===== src/rtl/cache_refill_unit_pkg.sv =====
// cache_refill_unit_pkg: line geometry, FSM states and memory message formats for the refill engine.
package cache_refill_unit_pkg;
    localparam int LINE_WORDS    = 16;
    localparam int WORD_OFF_BITS = 4;
    localparam int LINE_OFF_BITS = 6;
    localparam int BASE_BITS     = 32 - LINE_OFF_BITS;
    localparam int CNT_BITS      = 5;
    localparam logic [2:0] MEM_READ = 3'd0;
    typedef enum logic [1:0] {IDLE, BUSY, DONE} state_t;
    typedef struct packed {
        logic [2:0]  type_;
        logic [7:0]  opaque;
        logic [31:0] addr;
        logic [1:0]  len;
        logic [31:0] data;
    } mem_req_4B_t;
    typedef struct packed {
        logic [2:0]  type_;
        logic [7:0]  opaque;
        logic [1:0]  test;
        logic [1:0]  len;
        logic [31:0] data;
    } mem_resp_4B_t;
endpackage


===== src/rtl/cache_refill_credit_cnt.sv =====
// cache_refill_credit_cnt: paired issue/response counters tracking in-flight refill requests.
module cache_refill_credit_cnt
    import cache_refill_unit_pkg::*;
(
    input  logic                     clk,
    input  logic                     reset,
    input  logic                     clear,
    input  logic                     issue,
    input  logic                     resp,
    output logic [WORD_OFF_BITS-1:0] issue_idx,
    output logic [CNT_BITS-1:0]      outstanding,
    output logic                     all_issued,
    output logic                     all_returned
);
    localparam logic [CNT_BITS-1:0] FULL = CNT_BITS'(LINE_WORDS);
    logic [CNT_BITS-1:0] issue_cnt, resp_cnt;
    always_ff @(posedge clk) begin
        if (reset || clear) begin
            issue_cnt <= '0;
            resp_cnt  <= '0;
        end else begin
            issue_cnt <= issue_cnt + CNT_BITS'(issue);
            resp_cnt  <= resp_cnt + CNT_BITS'(resp);
        end
    end
    // all_returned counts the response accepted this cycle so DONE follows the last word directly
    always_comb begin
        issue_idx    = issue_cnt[WORD_OFF_BITS-1:0];
        outstanding  = issue_cnt - resp_cnt;
        all_issued   = issue_cnt == FULL;
        all_returned = resp_cnt + CNT_BITS'(resp) == FULL;
    end
endmodule


===== src/rtl/cache_refill_unit.sv =====
// cache_refill_unit: fetches a 16-word line from memory with bounded outstanding reads, streaming words back.
module cache_refill_unit
    import cache_refill_unit_pkg::*;
#(
    parameter int MAX_OUTSTANDING = 4
) (
    input  logic                     clk,
    input  logic                     reset,
    input  logic                     refill_req_val,
    output logic                     refill_req_rdy,
    input  logic [31:0]              refill_req_addr,
    output logic                     memreq_val,
    input  logic                     memreq_rdy,
    output mem_req_4B_t              memreq_msg,
    input  logic                     memresp_val,
    output logic                     memresp_rdy,
    input  mem_resp_4B_t             memresp_msg,
    output logic                     word_val,
    output logic [WORD_OFF_BITS-1:0] word_idx,
    output logic [31:0]              word_data,
    output logic                     refill_done
);
    localparam logic [CNT_BITS-1:0] MAX_OUT = CNT_BITS'(MAX_OUTSTANDING);
    state_t                   state, state_next;
    logic [BASE_BITS-1:0]     base;
    logic [WORD_OFF_BITS-1:0] issue_idx;
    logic [CNT_BITS-1:0]      outstanding;
    logic                     all_issued, all_returned, accept, unused;

    cache_refill_credit_cnt credit (
        .clk          (clk),
        .reset        (reset),
        .clear        (accept),
        .issue        (memreq_val && memreq_rdy),
        .resp         (word_val),
        .issue_idx    (issue_idx),
        .outstanding  (outstanding),
        .all_issued   (all_issued),
        .all_returned (all_returned)
    );

    always_ff @(posedge clk) begin
        if (reset) begin
            state <= IDLE;
            base  <= '0;
        end else begin
            state <= state_next;
            if (accept) base <= refill_req_addr[31:LINE_OFF_BITS];
        end
    end

    always_comb
        state_next = (state == IDLE && refill_req_val)              ? BUSY :
                     (state == BUSY && all_issued && all_returned)  ? DONE :
                     (state == DONE)                                ? IDLE : state;

    always_comb begin
        refill_req_rdy = state == IDLE;
        accept         = refill_req_rdy && refill_req_val;
        memreq_val     = state == BUSY && !all_issued && outstanding < MAX_OUT;
        memreq_msg     = '{MEM_READ, {4'b0, issue_idx}, {base, issue_idx, 2'b00}, 2'd0, 32'd0};
        memresp_rdy    = state == BUSY && outstanding != '0;
        word_val       = memresp_val && memresp_rdy;
        word_idx       = memresp_msg.opaque[WORD_OFF_BITS-1:0];
        word_data      = memresp_msg.data;
        refill_done    = state == DONE;
        unused         = ^{refill_req_addr[LINE_OFF_BITS-1:0], memresp_msg.test, memresp_msg.len,
                           memresp_msg.type_, memresp_msg.opaque[7:4]};
    end

    always_ff @(posedge clk)
        if (!reset && word_val)
            assert (memresp_msg.type_ == MEM_READ && memresp_msg.opaque[7:4] == 4'd0);
endmodule


===== config.mk =====
export PLATFORM = sky130hd
export DESIGN_NAME = cache_refill_unit
export DESIGN_NICKNAME = d
export VERILOG_FILES = /design/src/rtl/cache_refill_unit_pkg.sv /design/src/rtl/cache_refill_credit_cnt.sv /design/src/rtl/cache_refill_unit.sv
export SDC_FILE = /design/constraint.sdc
export NUM_CORES = 1
export LEC_CHECK = 0
export ABC_AREA = 1
export BUFFER_PORTS_ARGS = -buffer_cell sky130_fd_sc_hd__buf_2
export CAP_MARGIN = 20
export CORE_UTILIZATION = 35
export CTS_BUF_LIST = sky130_fd_sc_hd__clkbuf_8 sky130_fd_sc_hd__clkbuf_16
export CTS_CLUSTER_DIAMETER = 120
export CTS_CLUSTER_SIZE = 20
export DETAILED_ROUTE_END_ITERATION = 7
export HOLD_SLACK_MARGIN = 0.1
export PLACE_DENSITY = 0.82
export SYNTH_ARGS = -nofsm -noshare
export SYNTH_HDL_FRONTEND = slang
export SYNTH_SLANG_ARGS = --single-unit

===== constraint.sdc =====
create_clock -name clk -period 2.7 [get_ports clk]
set_clock_uncertainty 0.2 [all_clocks]
set_input_delay 0.27 -clock clk [delete_from_list [all_inputs] [get_ports clk]]
set_output_delay 0.27 -clock clk [all_outputs]
set_load 0.02 [all_outputs]

==> metrics.cfg, run 1 <==
[route]
dr.pass1.iters = 4
via_per_inst = 4.252
ant_nets = 0
wl_um = 4942
drcViolationCount = 0
wl_per_cell_um = 10.93
drt_first_iter_violations = 24
vias = 1922

[finish]
finalNetCount = 466
multi_input_area_um2 = 1011
regArea_um2 = 772.0
fillCellCount = 639
diodes = 0
fin_util = 0.4453
drive_gt1_frac = 0.3280
syn2layout_area_growth_pct = 22.49

[place]
place.detailed.hpwl_um = 3040
place.gp.congestion = 0.8044
pre_cts_ws_ns = -0.06650
portBuffers = 69

[timing]
setup_viol = 0
hold_viol = 0
holdWs_ns = 0.2795
post-route-min-period_ns = 2.518
slew_headroom = 0.6421
worst_slack_ns = 0.1816
setup_tns_ns = 0
finalMaxSlewViolations = 0
max_freq_mhz = 397.1
finalCritPeriodShare = 0.9327
tightest_slew_ns = 0.5350
grt_setup_unrepaired = yes

[clocking]
cts_tree = done
cts-root-buf = clkbuf_8
numCtsBuffers = 5
clock-sinks = 38
htreeDepth = 2
clk_latency_ns = 0.29
cts_buffer_depth = 2
cts.clk_slew.worst_paths_ns = 0.08

[job]
maxCapViolations = 0

[global_routing]
grt_max_degree = 30
grt_pass1_vias = 1741
antenna_found_initial = 0
gr-total-overflow = 0
grt_pass1_wl_um = 7755
grt_usage = 0.1401

[worst_setup_path]
path_buf_inv = 2
arrival_ns = 2.47
start_kind = flip-flop
required_ns = 2.65
reg2reg_from = credit.resp_cnt[1]
cpPeakStageDelay_ns = 0.34
r2r_cells = 21
crit_family = simple AND/OR/NAND/NOR gates
slowest_stage = dfxtp_2
crit_path_frequent_cell = nand2_1
cp_cell_sequence = inv_2, ha_4, nand2_2, nand2_2, nand2_2, nand2_1, nand2_1, nand2_2, nand3_2, nand2_4, nor2_4, ha_4, ha_4, inv_2, nand2_1, nor2_1, nand2_1, nor2_1, nand3_1, nand2_1, a21oi_1
r2r-end = state[0]
path_class = flip-flop to flip-flop
cp_max_fo = 3
endpoint_kind = flip-flop
reg2reg_slack_ns = 0.18

[logic_synthesis]
syn_avg_cell_area_um2 = 7.423
yosysSeqAreaShare = 0.3295
netlist_instances = 311
synth.distinct_cells = 23
yosys_warnings = 0
ys_ff_latch = 38
netlist_area_um2 = 2308

[power]
swShare = 0.2829
combinationalPowerShare = 0.197
power_density_nw_per_um2 = 525.4
p_int_mw = 1.065
power_leakage_nw = 1.462
pwr-share-seq = 0.412
p_clk_frac = 0.391
total_power_mw = 1.486
ir_worst_vdd_v = 0.0002961
switching_power_mw = 0.4204

[floorplanning]
rows = 29
core_region_area_um2 = 6350
dieHeight_um = 83.22
die_area_um2 = 6925
num_io_pins = 202
initial_core_util = 0.3635
die_x_um = 83.22

[run_status]
status = complete, no violations

[min_path]
min_path_type = flip-flop to flip-flop
holdPathEnd = base[15]
hold_depth = 2
hp-start = base[15]

[power groups by stage]
stage	registers (mW)	logic (mW)	clock network [mW]
6_report	0.612	0.292	0.582
5_1_grt	0.616	0.319	0.626
3_3_place_gp	0.624	0.246	0
4_1_cts	0.613	0.283	0.599
2_1_floorplan	0.665	0.272	0
3_5_place_dp	0.625	0.250	0
[layout by cell type (no fill, tap or decap), types with 2 or more instances in the layout]
cell / netlist / layout
xnor2_1: 2 / 2
or2_2: 2 / 2
inv_1: 21 / 16
xor2_1: 2 / 2
dlygate4sd3_1: 0 / 27
ha_4: 0 / 5
nand3_2: 0 / 2
dfxtp_1: 38 / 31
buf_2: 1 / 68
buf_6: 4 / 2
o21ai_0: 24 / 24
nor2_1: 68 / 66
nand2_2: 1 / 5
o21ai_1: 2 / 2
conb_1: 1 / 43
nor2_2: 1 / 2
clkinv_4: 1 / 2
nand3_1: 10 / 8
dfxtp_2: 0 / 6
a21oi_2: 0 / 2
clkbuf_8: 0 / 5
nand2_1: 26 / 21
a21oi_1: 6 / 4
ha_1: 8 / 3
bufinv_16: 0 / 2
inv_2: 0 / 5
buf_4: 87 / 12
[final cells by class]
cell class / count / share of cell area
Clock buffer: 5 / 0.02434
Clock inverter: 3 / 0.02434
Inverter: 22 / 0.03097
Sequential cell: 38 / 0.2730
Tap cell: 77 / 0.03407
Timing Repair Buffer: 109 / 0.2558
Multi-Input combinational cell: 198 / 0.3575
[sequential cells by signal (all words and copies together) (netlist names)]
register	flops
state	2
base	26
credit.issue_cnt	5
credit.resp_cnt	5
[Yosys cell counts]
cell type,number,share of area
buf_4,87,0.28
nor2_1,68,0.11
dfxtp_1,38,0.33
nand2_1,26,0.042
o21ai_0,24,0.052
inv_1,21,0.034
nand3_1,10,0.022
ha_1,8,0.043
a21oi_1,6,0.013
buf_6,4,0.020
clkbuf_1,3,0.0049
o21ai_1,2,0.0043
or2_2,2,0.0054
xnor2_1,2,0.0076
xor2_1,2,0.0076
buf_2,1,0.0022
clkinv_4,1,0.0038
conb_1,1,0.0016
nand2_2,1,0.0027
nand3b_1,1,0.0033
nand4_1,1,0.0027
nor2_2,1,0.0027
nor3_1,1,0.0022
[worst register-to-register path: stages, from the launching register on]
cell and delay, ns:
dfxtp_2 0.34, inv_2 0.05, ha_4 0.28, nand2_2 0.06, nand2_2 0.07, nand2_2 0.06
nand2_1 0.05, nand2_1 0.06, nand2_2 0.07, nand3_2 0.08, nand2_4 0.09, nor2_4 0.04
ha_4 0.16, ha_4 0.21, inv_2 0.05, nand2_1 0.04, nor2_1 0.09, nand2_1 0.05
nor2_1 0.08, nand3_1 0.12, nand2_1 0.10, a21oi_1 0.05
[what timing repair did]
action / 4_1_cts / 5_1_grt
hold endpoints to repair: 27 / 0
hold buffers: 27 / 0
buffers inserted: 5 / 2
endpoints found under the setup margin: 2 / 4
pin swaps: 1 / 10
gates resized for setup: 5 / 29
[through the flow]
| stage | instance area [um^2] | cells |
|---|---|---|
| global placement | 2248 | 411 |
| detailed placement | 2248 | 411 |
| CTS | 2728 | 451 |
| finish | 2828 | 452 |
| floorplan | 2469 | 353 |
| global route | 2828 | 452 |
[metal layers]
layer / up-vias / global-route usage / part of all wire
li1: 952 / - / -
met1: 874 / 0.1369 / 0.39
met2: 82 / 0.2705 / 0.52
met3: 14 / 0.03877 / 0.063
met4: 0 / 0.06270 / 0.020
met5: - / 0 / 0
[kinds of logic (layout without fill, tap and decap cells)]
kind of cell	Yosys count	in the layout	synth area share
adder cells (fa/ha/maj)	8	8	0.04336
flip-flops	38	38	0.3295
AO/OA/AOI/OAI	32	32	0.06938
other	1	43	0.001624
XOR/XNOR	4	4	0.01518
buffers and inverters	117	139	0.3474
AND/OR/NAND/NOR	111	111	0.1935
[worst max-delay path by stage]
stage	start	endpoint	slack, ns	depth (start not counted)
2_1_floorplan	credit.resp_cnt[2]	state[0]	0.04	19
3_3_place_gp	credit.resp_cnt[1]	state[0]	0.009	21
3_5_place_dp	credit.resp_cnt[1]	state[0]	-0.07	20
4_1_cts	credit.resp_cnt[3]	state[0]	0.00005	21
5_1_grt	credit.issue_cnt[0]	state[0]	-0.03	22
6_report	credit.resp_cnt[1]	state[0]	0.18	21
Power figures use the tool's default switching activity.
==> run 2, diff against run 1 <==
--- a/constraint.sdc
+++ b/constraint.sdc
@@ -4,2 +4,2 @@
 set_output_delay 0.27 -clock clk [all_outputs]
-set_load 0.02 [all_outputs]
+set_load 0.01 [all_outputs]
==> run 2 against run 1 <==
Global-route usage is 0.16 points higher. Largest cell class unchanged. Core utilization decreased by 0.99 points. Critical path type unchanged. Sequential share of layout area grew 0.48 points. First-iteration DRC count up 42%. Largest power group unchanged. Hold slack improved by 0.0043 ns. Sequential power about the same. Register-to-register slack worse by 0.10 ns.
==> metrics.cfg, run 2 (synthesis gave the netlist of run 1 again) <==
[global_routing]
gr-total-overflow = 0  ; unchanged
grt_usage = 0.1417  ; +0.001596
grt_pass1_vias = 1821  ; +4.6%
grt_pass1_wl_um = 7886  ; +1.7%
antenna_found_initial = 0  ; unchanged
grt_max_degree = 30  ; unchanged

[clocking]
cts.clk_slew.worst_paths_ns = 0.08  ; about the same
cts-root-buf = clkbuf_8
clk_latency_ns = 0.28  ; about the same
cts_buffer_depth = 2  ; unchanged
cts_tree = done
numCtsBuffers = 5  ; unchanged
htreeDepth = 2  ; unchanged
clock-sinks = 38  ; unchanged

[worst_setup_path]
slowest_stage = dfxtp_2
path_class = flip-flop to flip-flop
cp_max_fo = 5  ; +2
r2r_cells = 18  ; -14%
cpPeakStageDelay_ns = 0.34  ; about the same
start_kind = flip-flop
cp_cell_sequence = inv_2, ha_4, a21oi_4, nand3b_1, nand2_1, nand3_2, nand2_2, nor2_4, ha_4, ha_4, inv_2, nand2_1, nor2_1, nand2_1, nor2_2, nand3_2, nand2_1, a21oi_1
required_ns = 2.65  ; about the same
arrival_ns = 2.58  ; +0.11 ns
crit_path_frequent_cell = nand2_1
endpoint_kind = flip-flop
reg2reg_from = credit.resp_cnt[2]
crit_path_start = credit.resp_cnt[2]

[place]
portBuffers = 69  ; unchanged
place.detailed.hpwl_um = 3011  ; -0.96%
place.gp.congestion = 0.7879  ; -2.1%
dpl_cell_area_um2 = 2246  ; -0.11%
pre_cts_ws_ns = -0.01505  ; +0.05144 ns

[route]
wl_um = 5000  ; +1.2%
drcViolationCount = 0  ; unchanged
drt_first_iter_violations = 34  ; +42%
wl_per_cell_um = 11.14  ; +1.8%
ant_nets = 0  ; unchanged
vias = 1943  ; +1.1%
dr.pass1.iters = 4  ; unchanged
via_per_inst = 4.327  ; +1.8%

[timing]
setup_viol = 0  ; unchanged
worst_slack_ns = 0.07897  ; -0.1026 ns
grt_setup_unrepaired = yes
hold_viol = 0  ; unchanged
slew_headroom = 0.6590  ; +0.01697
finalCritPeriodShare = 0.9708  ; +0.03801
tightest_slew_ns = 0.5096  ; -0.02537 ns
finalMaxSlewViolations = 0  ; unchanged
holdWs_ns = 0.2837  ; +0.004259 ns
post-route-min-period_ns = 2.621  ; +0.1026 ns
max_freq_mhz = 381.5  ; -3.9%

[floorplanning]
rows = 29  ; unchanged
dieHeight_um = 83.22  ; unchanged
core_region_area_um2 = 6350  ; unchanged
die_x_um = 83.22  ; unchanged
die_area_um2 = 6925  ; unchanged
num_io_pins = 202  ; unchanged
initial_core_util = 0.3635  ; unchanged

[min_path]
hp-start = base[10]
min_path_type = flip-flop to flip-flop
hold_depth = 2  ; unchanged

[run_status]
status = complete, no violations

[finish]
diodes = 0  ; unchanged
drive_gt1_frac = 0.3172  ; -0.01080
finalNetCount = 463  ; -0.64%
largest_reg_flops = 26  ; unchanged
top_register = base
regArea_um2 = 768.2  ; -0.49%
fillCellCount = 634  ; -0.78%
final_area_um2 = 2765  ; -2.2%
multi_input_area_um2 = 1030  ; +1.9%
layout_common_cells = 69 x buf_2, 66 x nor2_1, 43 x conb_1
largestRegisters = base: 26 flops, credit.issue_cnt: 5 flops, credit.resp_cnt: 5 flops
mostFrequentLayoutCell = buf_2
fin_util = 0.4355  ; -0.009852
syn2layout_area_growth_pct = 19.78

[power]
power_density_nw_per_um2 = 445.7  ; -15%
power_leakage_nw = 1.405  ; -3.9%
ir_worst_vdd_v = 0.0003042  ; +2.7%
total_power_mw = 1.232  ; -17%

[job]
maxCapViolations = 0  ; unchanged

==> run 2: cell types whose count changed in the layout (fill, tap and decap cells not counted), sizes merged <==
cell	previous run	this run
buf	82	79
bufinv	2	0
clkinv	2	3
clkinvlp	0	1
==> run 2: final cells by class <==
class / instances / share of cell area
inverters: 22 / 0.03258
multi-input cells: 198 / 0.3724
flip-flops and latches: 38 / 0.2778
clock inverters: 3 / 0.007692
clock buffers: 5 / 0.02489
well taps: 77 / 0.03484
repair buffers: 106 / 0.2498
==> run 2: per-stage QoR <==
stage	setup TNS [ns]	cells
after floorplan	0	353
after global placement	0	411
after detailed placement	-0.01505	411
after CTS	0	446
after global routing	-0.1588	449
final	0	449
==> run 2: what timing repair did <==
item                                    4_1_cts  5_1_grt
resized for setup                             4       30
hold buffers                                 27        0
pin swaps                                     0       14
setup buffers                                 0        3
endpoints found under the setup margin        2        4
hold endpoints to repair                     27        0
==> run 2: path summary, 6_finish.rpt <==
kind,endpoint,slack [ns]
max,state[0],0.08
min,base[10],0.28
min reg2reg,base[10],0.28
max reg2reg,state[0],0.08
==> run 2: critical path: cells and delay by family, from the launching register on <==
kind                       cells  cell delay, ns
DFF                            1            0.34
and+or+nand+nor               11            0.98
AOI/OAI and AO/OA              2            0.22
adders and majority gates      3            0.65
buffers and inverters          2            0.10
==> run 2: report_power, final <==
| group | leakage (nW) | internal, mW | switching [mW] | total (mW) |
|---|---|---|---|---|
| Clock | 0.0441 | 0.181 | 0.206 | 0.388 |
| Sequential | 0.315 | 0.594 | 0.0169 | 0.611 |
| Combinational | 1.05 | 0.0981 | 0.136 | 0.234 |
| Total | 1.41 | 0.873 | 0.359 | 1.23 |
==> run 2: routing by layer <==
metal	vias up	wire length (um)	global-route usage
li1	950	-	-
met1	877	1800	0.1434
met2	94	2671	0.2630
met3	22	371	0.04374
met4	0	157	0.06583
met5	-	0	0
==> run 3, diff against run 2 <==
ABC_AREA = not set   (was 1)
CORE_UTILIZATION = 34   (was 35)
PLACE_DENSITY = 0.81   (was 0.82)
==> run 3 against run 2 <==
The flow now finishes with violations (setup timing). Combinational power shrank 2%. Clock power grew 53%. Sequential power shrank 1%. Area after synthesis shrank 1.7%. Critical path type unchanged. Highest routed layer unchanged.
==> metrics.cfg, run 3 <==
[timing]
hold_viol = 0  ; unchanged
finalMaxSlewViolations = 0  ; unchanged
grt_setup_unrepaired = yes
max_freq_mhz = 330.8  ; -13%
setup_viol = 2  ; +2
tightest_slew_ns = 0.5455  ; +0.03590 ns
post-route-min-period_ns = 3.023  ; +0.4018 ns
worst_slack_ns = -0.3228  ; -0.4018 ns
finalCritPeriodShare = 1.120  ; +0.1488
slew_headroom = 0.6363  ; -0.02273
holdWs_ns = 0.2534  ; -0.03030 ns

[place]
dp_cells = 401  ; -2.4%
place.detailed.hpwl_um = 3472  ; +15%
pre_cts_ws_ns = -0.4673  ; -0.4522 ns
portBuffers = 69  ; unchanged
place.gp.congestion = 0.7685  ; -2.5%

[logic_synthesis]
syn_avg_cell_area_um2 = 7.936  ; +6.9%
netlist_area_um2 = 2270  ; -1.7%
netlist_instances = 286  ; -8.0%
synth_most_common_cell = buf_4
synth-async-reset-ratio = 0  ; unchanged
yosysSeqAreaShare = 0.3352  ; +0.005632
synthTopCellsByArea = dfxtp_1 34%, buf_4 29%, nand2_1 9.8%
synth.top_cell.area_share = 0.3352  ; +0.005632
ys.flop_type = dfxtp_1
netlist_top_cells_count = 87 x buf_4, 59 x nand2_1, 38 x dfxtp_1
synth.distinct_cells = 28  ; +22%
yosys_warnings = 0  ; unchanged
ys_ff_latch = 38  ; unchanged
yosys.area.top_type = dfxtp_1
synth-edff-count = 0  ; unchanged

[route]
drcViolationCount = 0  ; unchanged
ant_nets = 0  ; unchanged
via_per_inst = 4.376  ; +1.1%
wl_per_cell_um = 11.69  ; +5.0%
wl_um = 5131  ; +2.6%
vias = 1921  ; -1.1%
dr.pass1.iters = 4  ; unchanged
drt_first_iter_violations = 67  ; +97%

[worst_setup_path]
required_ns = 2.66  ; about the same
cp_max_fo = 3  ; -2
crit_family = simple AND/OR/NAND/NOR gates
start_kind = flip-flop
path_buf_inv = 1  ; -1
path_class = flip-flop to flip-flop
cpPeakStageDelay_ns = 0.44  ; +0.10 ns
cp_cell_sequence = inv_2, ha_4, nor2b_4, or4_4, o41ai_4, o21ai_2, ha_2, ha_4, xnor2_1, or3_1, a211o_1, o2bb2ai_1
arrival_ns = 2.98  ; +0.40 ns
endpoint_kind = flip-flop
crit_path_frequent_cell = ha_4
slowest_stage = or4_4

[global_routing]
grt_usage = 0.1475  ; +0.005860
grt_max_degree = 31  ; +3.3%
antenna_found_initial = 0  ; unchanged
grt_pass1_vias = 1822  ; +0.055%
gr-total-overflow = 0  ; unchanged
grt_pass1_wl_um = 8314  ; +5.4%

[floorplanning]
rows = 29  ; unchanged
core_region_area_um2 = 6386  ; +0.57%
die_x_um = 83.71  ; +0.59%
die_area_um2 = 7007  ; +1.2%
num_io_pins = 202  ; unchanged
dieHeight_um = 83.71  ; +0.59%
initial_core_util = 0.3554  ; -0.008139

[run_status]
status = finished with violations
violations = setup timing

[clocking]
cts-root-buf = clkbuf_8
cts.clk_slew.worst_paths_ns = 0.08  ; about the same
clock-sinks = 38  ; unchanged
numCtsBuffers = 5  ; unchanged
htreeDepth = 2  ; unchanged
cts_tree = done
cts_buffer_depth = 2  ; unchanged
clk_latency_ns = 0.28  ; about the same

[power]
power_leakage_nw = 1.384  ; -1.5%
ir_worst_vdd_v = 0.0003881  ; +28%
total_power_mw = 1.425  ; +16%
power_density_nw_per_um2 = 490.4  ; +10%

[finish]
fillCellCount = 613  ; -3.3%
fin_util = 0.4549  ; +0.01947
mostFrequentLayoutCell = buf_2
top_register = base
finalNetCount = 453  ; -2.2%
layout_common_cells = 69 x buf_2, 59 x nand2_1, 43 x conb_1
syn2layout_area_growth_pct = 28.00
diodes = 0  ; unchanged
largestRegisters = base: 26 flops, credit.issue_cnt: 5 flops, credit.resp_cnt: 5 flops
drive_gt1_frac = 0.3508  ; +0.03362
instances_no_fill = 439  ; -2.2%
largest_reg_flops = 26  ; unchanged

[job]
maxCapViolations = 0  ; unchanged

[min_path]
min_path_type = flip-flop to flip-flop

[run 3: per-stage QoR]
| stage | setup TNS [ns] | cell area, um^2 |
|---|---|---|
| 2_1_floorplan | -0.7916 | 2497 |
| 3_3_place_gp | -0.7701 | 2421 |
| 3_5_place_dp | -1.008 | 2421 |
| 4_1_cts | -0.6571 | 2843 |
| 5_1_grt | -1.138 | 2905 |
| 6_report | -0.5988 | 2905 |
[run 3: layout make-up]
class	instances	area (um^2)	share of cell area
sequential	38	768.2	0.2644
clock buffer	6	82.58	0.02842
tap	77	96.34	0.03316
clock inverter	2	60.06	0.02067
multi-input combinational	190	1075	0.3699
inverter	4	15.01	0.005168
timing repair buffer	122	808.3	0.2782
[run 3: worst paths after layout]
check / start / endpoint / slack [ns] / depth (start not counted)
worst min register to register: base[22] / base[22] / 0.25 / 2
worst max register to register: credit.resp_cnt[1] / state[0] / -0.32 / 12
worst max-delay path: credit.resp_cnt[1] / state[0] / -0.32 / 12
worst min-delay path: base[22] / base[22] / 0.25 / 2
[run 3: per-layer routing]
| layer | share of wire | vias up | GRT usage |
|---|---|---|---|
| li1 | - | 939 | - |
| met1 | 0.39 | 877 | 0.1530 |
| met2 | 0.53 | 89 | 0.2698 |
| met3 | 0.063 | 16 | 0.04451 |
| met4 | 0.023 | 0 | 0.06934 |
| met5 | 0 | - | 0 |
[run 3: cells by family (layout without fill, tap and decap cells)]
group,Yosys count,in the layout,synth area share
flip-flops,38,38,0.3352
adder cells (fa/ha/maj),8,8,0.04410
buffers and inverters,100,134,0.3109
AO/OA/AOI/OAI,37,37,0.09262
other,1,43,0.001652
XOR/XNOR,8,8,0.03087
AND/OR/NAND/NOR,94,94,0.1847
[run 3: worst min-delay path: stages (launching register included)]
cell and delay, ns:
dfxtp_1 0.31, nand2_1 0.05, a21oi_1 0.05
[run 3: what timing repair did]
item | CTS | global route
buffers inserted | 2 | 2
gates resized for setup | 1 | 9
setup endpoints to repair | 5 | 9
endpoints found under the hold margin | 26 | 0
hold buffers | 26 | 0
pin swaps | 3 | 4
[run 3: report_power, final]
part | internal (mW) | switching (mW) | total, mW | leakage, nW
clock | 0.394 | 0.199 | 0.594 | 0.0714
combinational | 0.0963 | 0.133 | 0.229 | 1.00
sequential | 0.587 | 0.0148 | 0.602 | 0.313
